==> config.mk <==
export PLATFORM = sky130hd
export DESIGN_NAME = cmp_stim_driver_flat
export DESIGN_NICKNAME = d
export VERILOG_FILES = /design/src/rtl/cmp_stim_driver_if.sv /design/src/rtl/cmp_stim_driver.sv /design/src/flat_wrapper.sv
export SDC_FILE = /design/constraint.sdc
export NUM_CORES = 1
export LEC_CHECK = 0
export ABC_CLOCK_PERIOD_IN_PS = 4100
export CORE_AREA = 4 4 138 140
export DETAILED_ROUTE_END_ITERATION = 6
export DIE_AREA = 0 0 142 144
export GPL_TIMING_DRIVEN = 0
export PLACE_DENSITY = 0.8
export SETUP_SLACK_MARGIN = 0.5
export SLEW_MARGIN = 20
export SYNTH_ARGS = -nofsm -noshare
export SYNTH_HDL_FRONTEND = slang
export SYNTH_SLANG_ARGS = --single-unit
==> constraint.sdc <==
create_clock -name i_clk -period 4.1 [get_ports i_clk]
set_clock_uncertainty 0.1 [all_clocks]
set_input_delay 0.41 -clock i_clk [delete_from_list [all_inputs] [get_ports i_clk]]
set_output_delay 0.41 -clock i_clk [all_outputs]
set_load 0.01 [all_outputs]
==> src/rtl/cmp_stim_driver_if.sv <==
// cmp_stim_driver_if
// Bundles the run-control, operand and response signals of cmp_stim_driver.
//   master modport : seen by the driver (drives operands, status and counters)
//   slave modport  : seen by the environment (drives run control and the
//                    comparator response flags)
// Signals:
//   i_start     run request
//   iv_count    number of vectors per run
//   ov_x, ov_y  operands presented to the comparator under test
//   i_equal, i_greater, i_less  comparator response flags
//   o_busy      run in progress
//   o_done      one-cycle end-of-run pulse
//   ov_pass_cnt, ov_fail_cnt    per-run result counters
//   o_error     sticky failure flag for the current run
interface cmp_stim_driver_if #(
    parameter int unsigned p_WIDTH = 32
);
    logic               i_start;
    logic [15:0]        iv_count;
    logic [p_WIDTH-1:0] ov_x;
    logic [p_WIDTH-1:0] ov_y;
    logic               i_equal;
    logic               i_greater;
    logic               i_less;
    logic               o_busy;
    logic               o_done;
    logic [15:0]        ov_pass_cnt;
    logic [15:0]        ov_fail_cnt;
    logic               o_error;

    modport master (
        input  i_start, iv_count, i_equal, i_greater, i_less,
        output ov_x, ov_y, o_busy, o_done, ov_pass_cnt, ov_fail_cnt, o_error
    );

    modport slave (
        output i_start, iv_count, i_equal, i_greater, i_less,
        input  ov_x, ov_y, o_busy, o_done, ov_pass_cnt, ov_fail_cnt, o_error
    );
endinterface

==> src/rtl/cmp_stim_driver.sv <==
// cmp_stim_driver
// Self-running stimulus generator and checker for a magnitude comparator.
// Each vector takes X from a Galois LFSR and derives Y so that the three
// relations (equal, X greater, X less) rotate, holds the operands for
// p_SETTLE cycles, then checks the comparator's response flags.
//
// Ports:
//   i_clk    sole clock
//   i_reset  synchronous, active-high reset
//   bus      cmp_stim_driver_if.master (run control, operands, response
//            flags, busy/done status, pass/fail counters, sticky error)
//
// Parameters:
//   p_WIDTH  operand width
//   p_SETTLE operand settle cycles before the response is sampled (1..255)
//   p_SEED   nonzero LFSR seed, low p_WIDTH bits used
//
// Build option:
//   CMP_STIM_ONEHOT_CHK_EN  when defined, a vector passes only if exactly one
//                           response flag is set and it is the expected one;
//                           otherwise only the expected flag is examined.
module cmp_stim_driver #(
    parameter int unsigned p_WIDTH  = 32,
    parameter int unsigned p_SETTLE = 4,
    parameter logic [31:0] p_SEED   = 32'hACE10001
) (
    input  logic               i_clk,
    input  logic               i_reset,
    cmp_stim_driver_if.master  bus
);

    // x^32 + x^22 + x^2 + x + 1 in right-shifting Galois form, cut to width
    localparam logic [p_WIDTH-1:0] TAPS_W      = p_WIDTH'(32'h80200003);
    localparam logic [p_WIDTH-1:0] SEED_W      = p_WIDTH'(p_SEED);
    localparam logic [p_WIDTH-1:0] ONE_W       = p_WIDTH'(1);
    localparam logic [7:0]         SETTLE_LAST = 8'(p_SETTLE - 1);

    typedef enum logic [2:0] {
        IDLE,
        DRIVE,
        SETTLE,
        CHECK,
        DONE
    } driverState_t;

    driverState_t       state_q;
    logic [p_WIDTH-1:0] lfsr_q;
    logic [p_WIDTH-1:0] x_q;
    logic [p_WIDTH-1:0] y_q;
    logic [15:0]        count_q;
    logic [15:0]        vecIndex_q;
    logic [1:0]         vecClass_q;
    logic [7:0]         settle_q;
    logic [15:0]        passCnt_q;
    logic [15:0]        failCnt_q;
    logic               error_q;
    logic               busy_q;
    logic               done_q;

    logic [p_WIDTH-1:0] lfsr_d;
    logic [p_WIDTH-1:0] y_d;
    logic [15:0]        vecIndex_d;
    logic [1:0]         vecClass_d;
    logic               expEqual;
    logic               expGreater;
    logic               expLess;
    logic               vecPass;

    // Next LFSR value, the Y operand for the current class, and the verdict
    // for the operands currently held on ov_x/ov_y. Y is allowed to wrap, and
    // the expected relation is judged on the wrapped values as plain unsigned
    // numbers, so X=0 in class 1 expects "less" and X=all-ones in class 2
    // expects "greater".
    always_comb begin
        lfsr_d     = (lfsr_q >> 1) ^ (lfsr_q[0] ? TAPS_W : '0);
        vecIndex_d = vecIndex_q + 16'd1;
        vecClass_d = (vecClass_q == 2'd2) ? 2'd0 : vecClass_q + 2'd1;

        unique case (vecClass_q)
            2'd1:    y_d = lfsr_q - ONE_W;
            2'd2:    y_d = lfsr_q + ONE_W;
            default: y_d = lfsr_q;
        endcase

        expEqual   = (x_q == y_q);
        expGreater = (x_q >  y_q);
        expLess    = (x_q <  y_q);

`ifdef CMP_STIM_ONEHOT_CHK_EN
        vecPass = ({bus.i_equal, bus.i_greater, bus.i_less} ==
                   {expEqual, expGreater, expLess});
`else
        vecPass = (expEqual   & bus.i_equal)   |
                  (expGreater & bus.i_greater) |
                  (expLess    & bus.i_less);
`endif
    end

    // Run sequencer. o_busy is registered alongside the state so it is high
    // exactly in DRIVE/SETTLE/CHECK; o_done is registered on the way out of
    // DONE, so it appears in the cycle after DONE and a reset that lands
    // before then never lets it through.
    always_ff @(posedge i_clk) begin
        if (i_reset) begin
            state_q    <= IDLE;
            lfsr_q     <= SEED_W;
            x_q        <= '0;
            y_q        <= '0;
            count_q    <= '0;
            vecIndex_q <= '0;
            vecClass_q <= '0;
            settle_q   <= '0;
            passCnt_q  <= '0;
            failCnt_q  <= '0;
            error_q    <= 1'b0;
            busy_q     <= 1'b0;
            done_q     <= 1'b0;
        end else begin
            done_q <= 1'b0;
            unique case (state_q)
                IDLE: begin
                    if (bus.i_start) begin
                        count_q    <= bus.iv_count;
                        passCnt_q  <= '0;
                        failCnt_q  <= '0;
                        error_q    <= 1'b0;
                        vecIndex_q <= '0;
                        vecClass_q <= '0;
                        if (bus.iv_count == 16'd0) begin
                            state_q <= DONE;
                        end else begin
                            state_q <= DRIVE;
                            busy_q  <= 1'b1;
                        end
                    end
                end
                DRIVE: begin
                    x_q      <= lfsr_q;
                    y_q      <= y_d;
                    settle_q <= SETTLE_LAST;
                    state_q  <= SETTLE;
                end
                SETTLE: begin
                    if (settle_q == 8'd0) begin
                        state_q <= CHECK;
                    end else begin
                        settle_q <= settle_q - 8'd1;
                    end
                end
                CHECK: begin
                    if (vecPass) begin
                        passCnt_q <= passCnt_q + 16'd1;
                    end else begin
                        failCnt_q <= failCnt_q + 16'd1;
                        error_q   <= 1'b1;
                    end
                    lfsr_q     <= lfsr_d;
                    vecIndex_q <= vecIndex_d;
                    vecClass_q <= vecClass_d;
                    if (vecIndex_d == count_q) begin
                        state_q <= DONE;
                        busy_q  <= 1'b0;
                    end else begin
                        state_q <= DRIVE;
                    end
                end
                DONE: begin
                    done_q  <= 1'b1;
                    state_q <= IDLE;
                end
                default: begin
                    state_q <= IDLE;
                    busy_q  <= 1'b0;
                end
            endcase
        end
    end

    assign bus.ov_x        = x_q;
    assign bus.ov_y        = y_q;
    assign bus.o_busy      = busy_q;
    assign bus.o_done      = done_q;
    assign bus.ov_pass_cnt = passCnt_q;
    assign bus.ov_fail_cnt = failCnt_q;
    assign bus.o_error     = error_q;

endmodule
==> src/flat_wrapper.sv <==
// flat-port wrapper written by rule: the top's interface ports become plain ports
module cmp_stim_driver_flat 
#(
    parameter int unsigned p_WIDTH  = 32,
    parameter int unsigned p_SETTLE = 4,
    parameter logic [31:0] p_SEED   = 32'hACE10001
)
  (i_clk, i_reset, bus_i_start, bus_iv_count, bus_i_equal, bus_i_greater, bus_i_less, bus_ov_x, bus_ov_y, bus_o_busy, bus_o_done, bus_ov_pass_cnt, bus_ov_fail_cnt, bus_o_error);
  cmp_stim_driver_if #(.p_WIDTH(p_WIDTH)) bus_i ();
  input  logic i_clk;
  input  logic i_reset;
  input wire logic [$bits(bus_i.i_start)-1:0] bus_i_start;
  input wire logic [$bits(bus_i.iv_count)-1:0] bus_iv_count;
  input wire logic [$bits(bus_i.i_equal)-1:0] bus_i_equal;
  input wire logic [$bits(bus_i.i_greater)-1:0] bus_i_greater;
  input wire logic [$bits(bus_i.i_less)-1:0] bus_i_less;
  output wire logic [$bits(bus_i.ov_x)-1:0] bus_ov_x;
  output wire logic [$bits(bus_i.ov_y)-1:0] bus_ov_y;
  output wire logic [$bits(bus_i.o_busy)-1:0] bus_o_busy;
  output wire logic [$bits(bus_i.o_done)-1:0] bus_o_done;
  output wire logic [$bits(bus_i.ov_pass_cnt)-1:0] bus_ov_pass_cnt;
  output wire logic [$bits(bus_i.ov_fail_cnt)-1:0] bus_ov_fail_cnt;
  output wire logic [$bits(bus_i.o_error)-1:0] bus_o_error;
  assign bus_i.i_start = bus_i_start;
  assign bus_i.iv_count = bus_iv_count;
  assign bus_i.i_equal = bus_i_equal;
  assign bus_i.i_greater = bus_i_greater;
  assign bus_i.i_less = bus_i_less;
  assign bus_ov_x = bus_i.ov_x;
  assign bus_ov_y = bus_i.ov_y;
  assign bus_o_busy = bus_i.o_busy;
  assign bus_o_done = bus_i.o_done;
  assign bus_ov_pass_cnt = bus_i.ov_pass_cnt;
  assign bus_ov_fail_cnt = bus_i.ov_fail_cnt;
  assign bus_o_error = bus_i.o_error;
  cmp_stim_driver #(.p_WIDTH(p_WIDTH), .p_SETTLE(p_SETTLE), .p_SEED(p_SEED)) u_core (.i_clk(i_clk), .i_reset(i_reset), .bus(bus_i));
endmodule
# Word level (Yosys, flattened, before mapping)
# Index checks and enable logic that the tools add are counted.
# totals
out_inout_bits,99
register_bits,176
input_bits,22
# classes
mux,26
n_eq_ne,15
magnitude_cmp,2
add_sub_neg,7
n_reduce_logical,13
bitwise_logic,7
# op_table
cell,count
$pmux W16 S2,3
$pmux W32 S2,1
$add A16 B1 Y16 const B,3
$mux W16,3
$add A32 B1 Y32 const B,1
$eq A32 B32 Y1,1
$gt A32 B32 Y1,1
$lt A32 B32 Y1,1
$mux W32,1
$sub A32 B1 Y32 const B,1
$xor A31 B32 Y32,1
$eq A16 B16 Y1,1
$logic_not A16 Y1,1
$pmux W8 S2,1
$mux W3,4
$pmux W3 S4,1
$logic_not A8 Y1,1
$mux W8,1
$ne A2 B2 Y1 const B,4
$reduce_and A2 Y1,4
$sub A8 B1 Y8 const B,1
$eq A3 B2 Y1 const B,2
$mux W1,6
$ne A2 B1 Y1 const B,3
other kinds (17),23

# Longest topological paths before layout
# depth
depth_word,6
mapped_depth,14

# Worst setup path before layout
# No wires, ideal clock.
# synth_path
path_type,register -> register
start,reg u_core.vecClass_q[0]
end,reg u_core.y_q[30] (netlist: u_core.bus.ov_y[30])
required_time_ns,3.909
setup_slack_ns,0.450
arrival_time_ns,3.459
path_stages_with_launch,14
cell_sequence,dfxtp_1 inv_1 ha_1 inv_1 ha_1 a21o_1 a21o_1 a211o_1 a21o_1 o22ai_1 o31ai_2 a41oi_1 mux2_1 a311oi_1
# synth_between
elab_chain_cells,2
# synth_rtl
element,line,text
start: declaration,cmp_stim_driver.sv:52,logic [1:0] vecClass_q;
start signal: assignment,cmp_stim_driver.sv:159,vecClass_q <= vecClass_d;
$eq A2 B2 Y1 or $eq A2 B1 Y1 (tied branches),cmp_stim_driver.sv:79,unique case (vecClass_q)
$pmux W32 S2 *,cmp_stim_driver.sv:79,
end signal: assignment,cmp_stim_driver.sv:139,y_q <= y_d;
end: declaration,cmp_stim_driver.sv:49,logic [p_WIDTH-1:0] y_q;
# Every way passes the cells marked *; elsewhere a longest branch is shown, timed or not.
# A chain may end at the register's enable or synchronous reset.

# Worst setup path in the final report
# Ends and elaborated chain as after synthesis.

==> out/results.ini <==
[timing]
fin_crit_ps=3534
finalCritPeriodShare_pct=86.19
relSlewSlack_pct=37.18
tightest_slew_ps=942.3
fin_setup_tns_ps=0
rsz0062_at_grt=yes
max_freq_mhz=283.0
hold_viol=0
whs_ps=368.7
finalSetupViolations=0
final_max_slew_viol_count=0

[setup_path]
crit_fanout=8
reg2regPathDepth=13
max_stage_delay_ps=380
crit_type=reg2reg
required_ps=4350
critPathTopFamily=compound AO/OA/AOI/OAI gates
path_cells=inv_1 -> ha_4 -> clkinvlp_4 -> buf_4 -> ha_1 -> and2_1 -> or2_2 -> a21o_1 -> a211oi_4 -> o31ai_4 -> a41oi_2 -> mux2_1 -> a311oi_2
critPathCaptureType=register
cp.arrival_ps=3780
r2r_setup_slack_ps=570
r2r_end=u_core.bus.ov_y[30]
critPathLaunchType=register
crit_path_top_delay_cell=ha_1
path_buf_inv=3
r2r-start=u_core.vecClass_q[0]

[cts]
clkLatencyLatePin_ps=440
cts_root_buf=clkbuf_16
cts.clk_slew.worst_paths_ps=70
cts_buffers=17
clockBufferDepth=2
cts_sinks=176
holdBufCountCts=0
ctsHtreeMaxLevel=4
cts_tree=yes

[yosys]
synth_top_cell_by_area=dfxtp_1
syn_nets=1368
synth_cell_types=66
synth_seq_area_share_pct=35.18
synth_cells=1275
synth_area_sq_um=10020
async_flop_share_pct=0
synth_seq_cells=176
syn_area_per_cell_sq_um=7.856
ys_warn_count=0
synth_top_area_share_pct=35.18
synth_edf_count=0
yosys-top-cells-area=dfxtp_1 35%, ha_1 8.7%, nand2_1 8.4%, a21oi_1 7.1%, xnor2_1 3.6%
ys.flop_type=dfxtp_1

[finish]
fin_nets=1520
final_cell_mix=223 x nand2_1, 176 x dfxtp_1, 139 x a21oi_1
final_cells=1668
layout-drive-gt1-share_pct=5.490
num-fill-cells=1485
antenna_cells=0
final_common_cell=nand2_1
syn_to_final_growth_pct=23.36

[power]
p_sw_share_pct=34.24
p_int_uw=3473
power_frac_comb_pct=30.1
clockPowerShare_pct=31.6
p_sw_uw=1809
p_per_area_nw_per_um2=427.5
seqPwrFrac_pct=38.3
leakagePower_uw=0.004580
peakVddDrop_v=0.0003247

[detailed_routing]
drtIter0Drc=1121
drc=0
dr.pass1.iters=5
wl_um=29780
drtAntennaViolNets=0
wl_per_cell_um=17.86
vias_per_cell=6.025
via_count=10050

[global_route]
antenna_found_initial=0
grt_overflow=0
grt_first_pass_wirelength_um=47290
grt_pass1_vias=9102
grt_usage_pct=28.78
grt_max_degree=17

[worst_hold_path]
hold_end=u_core.count_q[10]
worstHoldStart=u_core.count_q[10]
min_path_type=reg2reg
hold_path_depth=2

[floorplanning]
die_h_um=144
core_area_sq_um=17840
io_pins=121
die_w_um=142
rows=49
start_util_pct=56.14
die-area_sq_um=20450

[placed_design]
detailed_place_hpwl_um=21580
portBuffers=119
place_congestion=0.9525
dp.cells=1623

[flow_run]
drv_cap=0

[outcome]
status=completed

==> synthesized netlist by cell type (6+ instances only) <==
cell        n
a211oi_1   21
a21o_1     29
a21oi_1   143
a22o_1      6
a22oi_1     8
a31oi_1     7
and2_1      9
and3_1     17
and4_1      6
buf_1       6
clkbuf_1   61
dfxtp_1   176
ha_1       70
inv_1      49
mux2i_1    19
nand2_1   223
nand3_1    44
nand4_1    19
nor2_1     85
nor3_1     19
nor3b_1    13
nor4_1     10
o211ai_1    8
o21a_1      8
o21ai_0    45
or3_1      11
or4_1      14
xnor2_1    41
xor2_1     20
==> tightest hold or removal path: cells and delay by family, from the launching register on <==
family | cells | cell delay (ps)
flops | 1 | 320
simple gates | 1 | 50
compound gates | 1 | 50
==> worst max-delay path by stage <==
stage	startpoint	endpoint	slack [ps]	cells past startpoint
2_1_floorplan	u_core.vecClass_q[0]	u_core.bus.ov_y[30]	540	13
3_3_place_gp	u_core.vecClass_q[0]	u_core.bus.ov_y[30]	-30	13
4_1_cts	u_core.vecClass_q[0]	u_core.bus.ov_y[30]	520	15
5_1_grt	u_core.vecClass_q[0]	u_core.bus.ov_y[24]	430	14
3_5_place_dp	u_core.vecClass_q[0]	u_core.bus.ov_y[30]	-120	13
6_report	u_core.vecClass_q[0]	u_core.bus.ov_y[30]	570	13
==> power by group through the flow <==
stage               Clock [uW]  Combinational [uW]  Sequential (uW)
global placement             0                1490             2050
detailed placement           0                1530             2060
floorplan                    0                 923             2060
global route              1760                1740             2040
finish                    1670                1590             2020
CTS                       1670                1540             2020
==> metal layers <==
metal	share of wire (%)	vias up	wire [um]	global-route usage (%)
met1	43	4661	12880	39.73
met4	3.0	0	895	9.949
met2	45	464	13510	45.47
li1	-	4846	-	-
met5	0	-	0	0
met3	8.4	79	2500	5.357
==> sequential cells by signal, summed over array words and instances (netlist names) <==
register / flops
u_core.vecIndex_q: 16
u_core.lfsr_q: 32
u_core.bus.ov_fail_cnt: 16
u_core.bus.o_error: 1
u_core.bus.ov_x: 32
u_core.state_q: 3
u_core.settle_q: 8
u_core.bus.o_busy: 1
u_core.vecClass_q: 2
u_core.count_q: 16
u_core.bus.o_done: 1
u_core.bus.ov_pass_cnt: 16
u_core.bus.ov_y: 32
==> metrics by stage <==
stage               cell area (sq um)  setup WS (ps)  util (%)  power [uW]
global placement                11500         -34.43     64.44        3544
finish                          12360          566.2     69.25        5282
floorplan                       10020          536.7         -        2983
detailed placement              11500         -116.3     64.44        3584
CTS                             12130          519.0     68.00        5235
global route                    12360          425.8     69.25        5544
==> repair_timing <==
action	in CTS	in global routing
endpoints found under the setup margin	22	38
buffers inserted	3	10
resized for setup	4	27
pin swaps	0	5
cloned	1	0
==> cell families (layout without fill, tap and decap cells) <==
group | count (synthesis) | in the layout | share of synthesized area [%]
adders and majority gates | 71 | 71 | 8.944
buffers and inverters | 120 | 284 | 4.610
xor gates and xnor gates | 61 | 61 | 5.334
AOI/OAI and AO/OA | 331 | 331 | 20.65
DFF | 176 | 176 | 35.18
muxes | 22 | 22 | 2.236
and+or+nand+nor | 494 | 494 | 23.05
==> layout make-up <==
type / instances / area, sq um / area share [%]
repair inverters: 1 / 7.507 / 0.06076
multi-input cells: 979 / 6186 / 50.07
repair buffers: 132 / 1296 / 10.49
well taps: 229 / 286.5 / 2.319
plain buffers: 71 / 280.3 / 2.268
clock inverters: 8 / 130.1 / 1.053
clock buffers: 23 / 457.9 / 3.706
flip-flops and latches: 176 / 3523 / 28.52
inverters: 49 / 187.7 / 1.519
No activity file was read; power rests on OpenSTA's default activity.
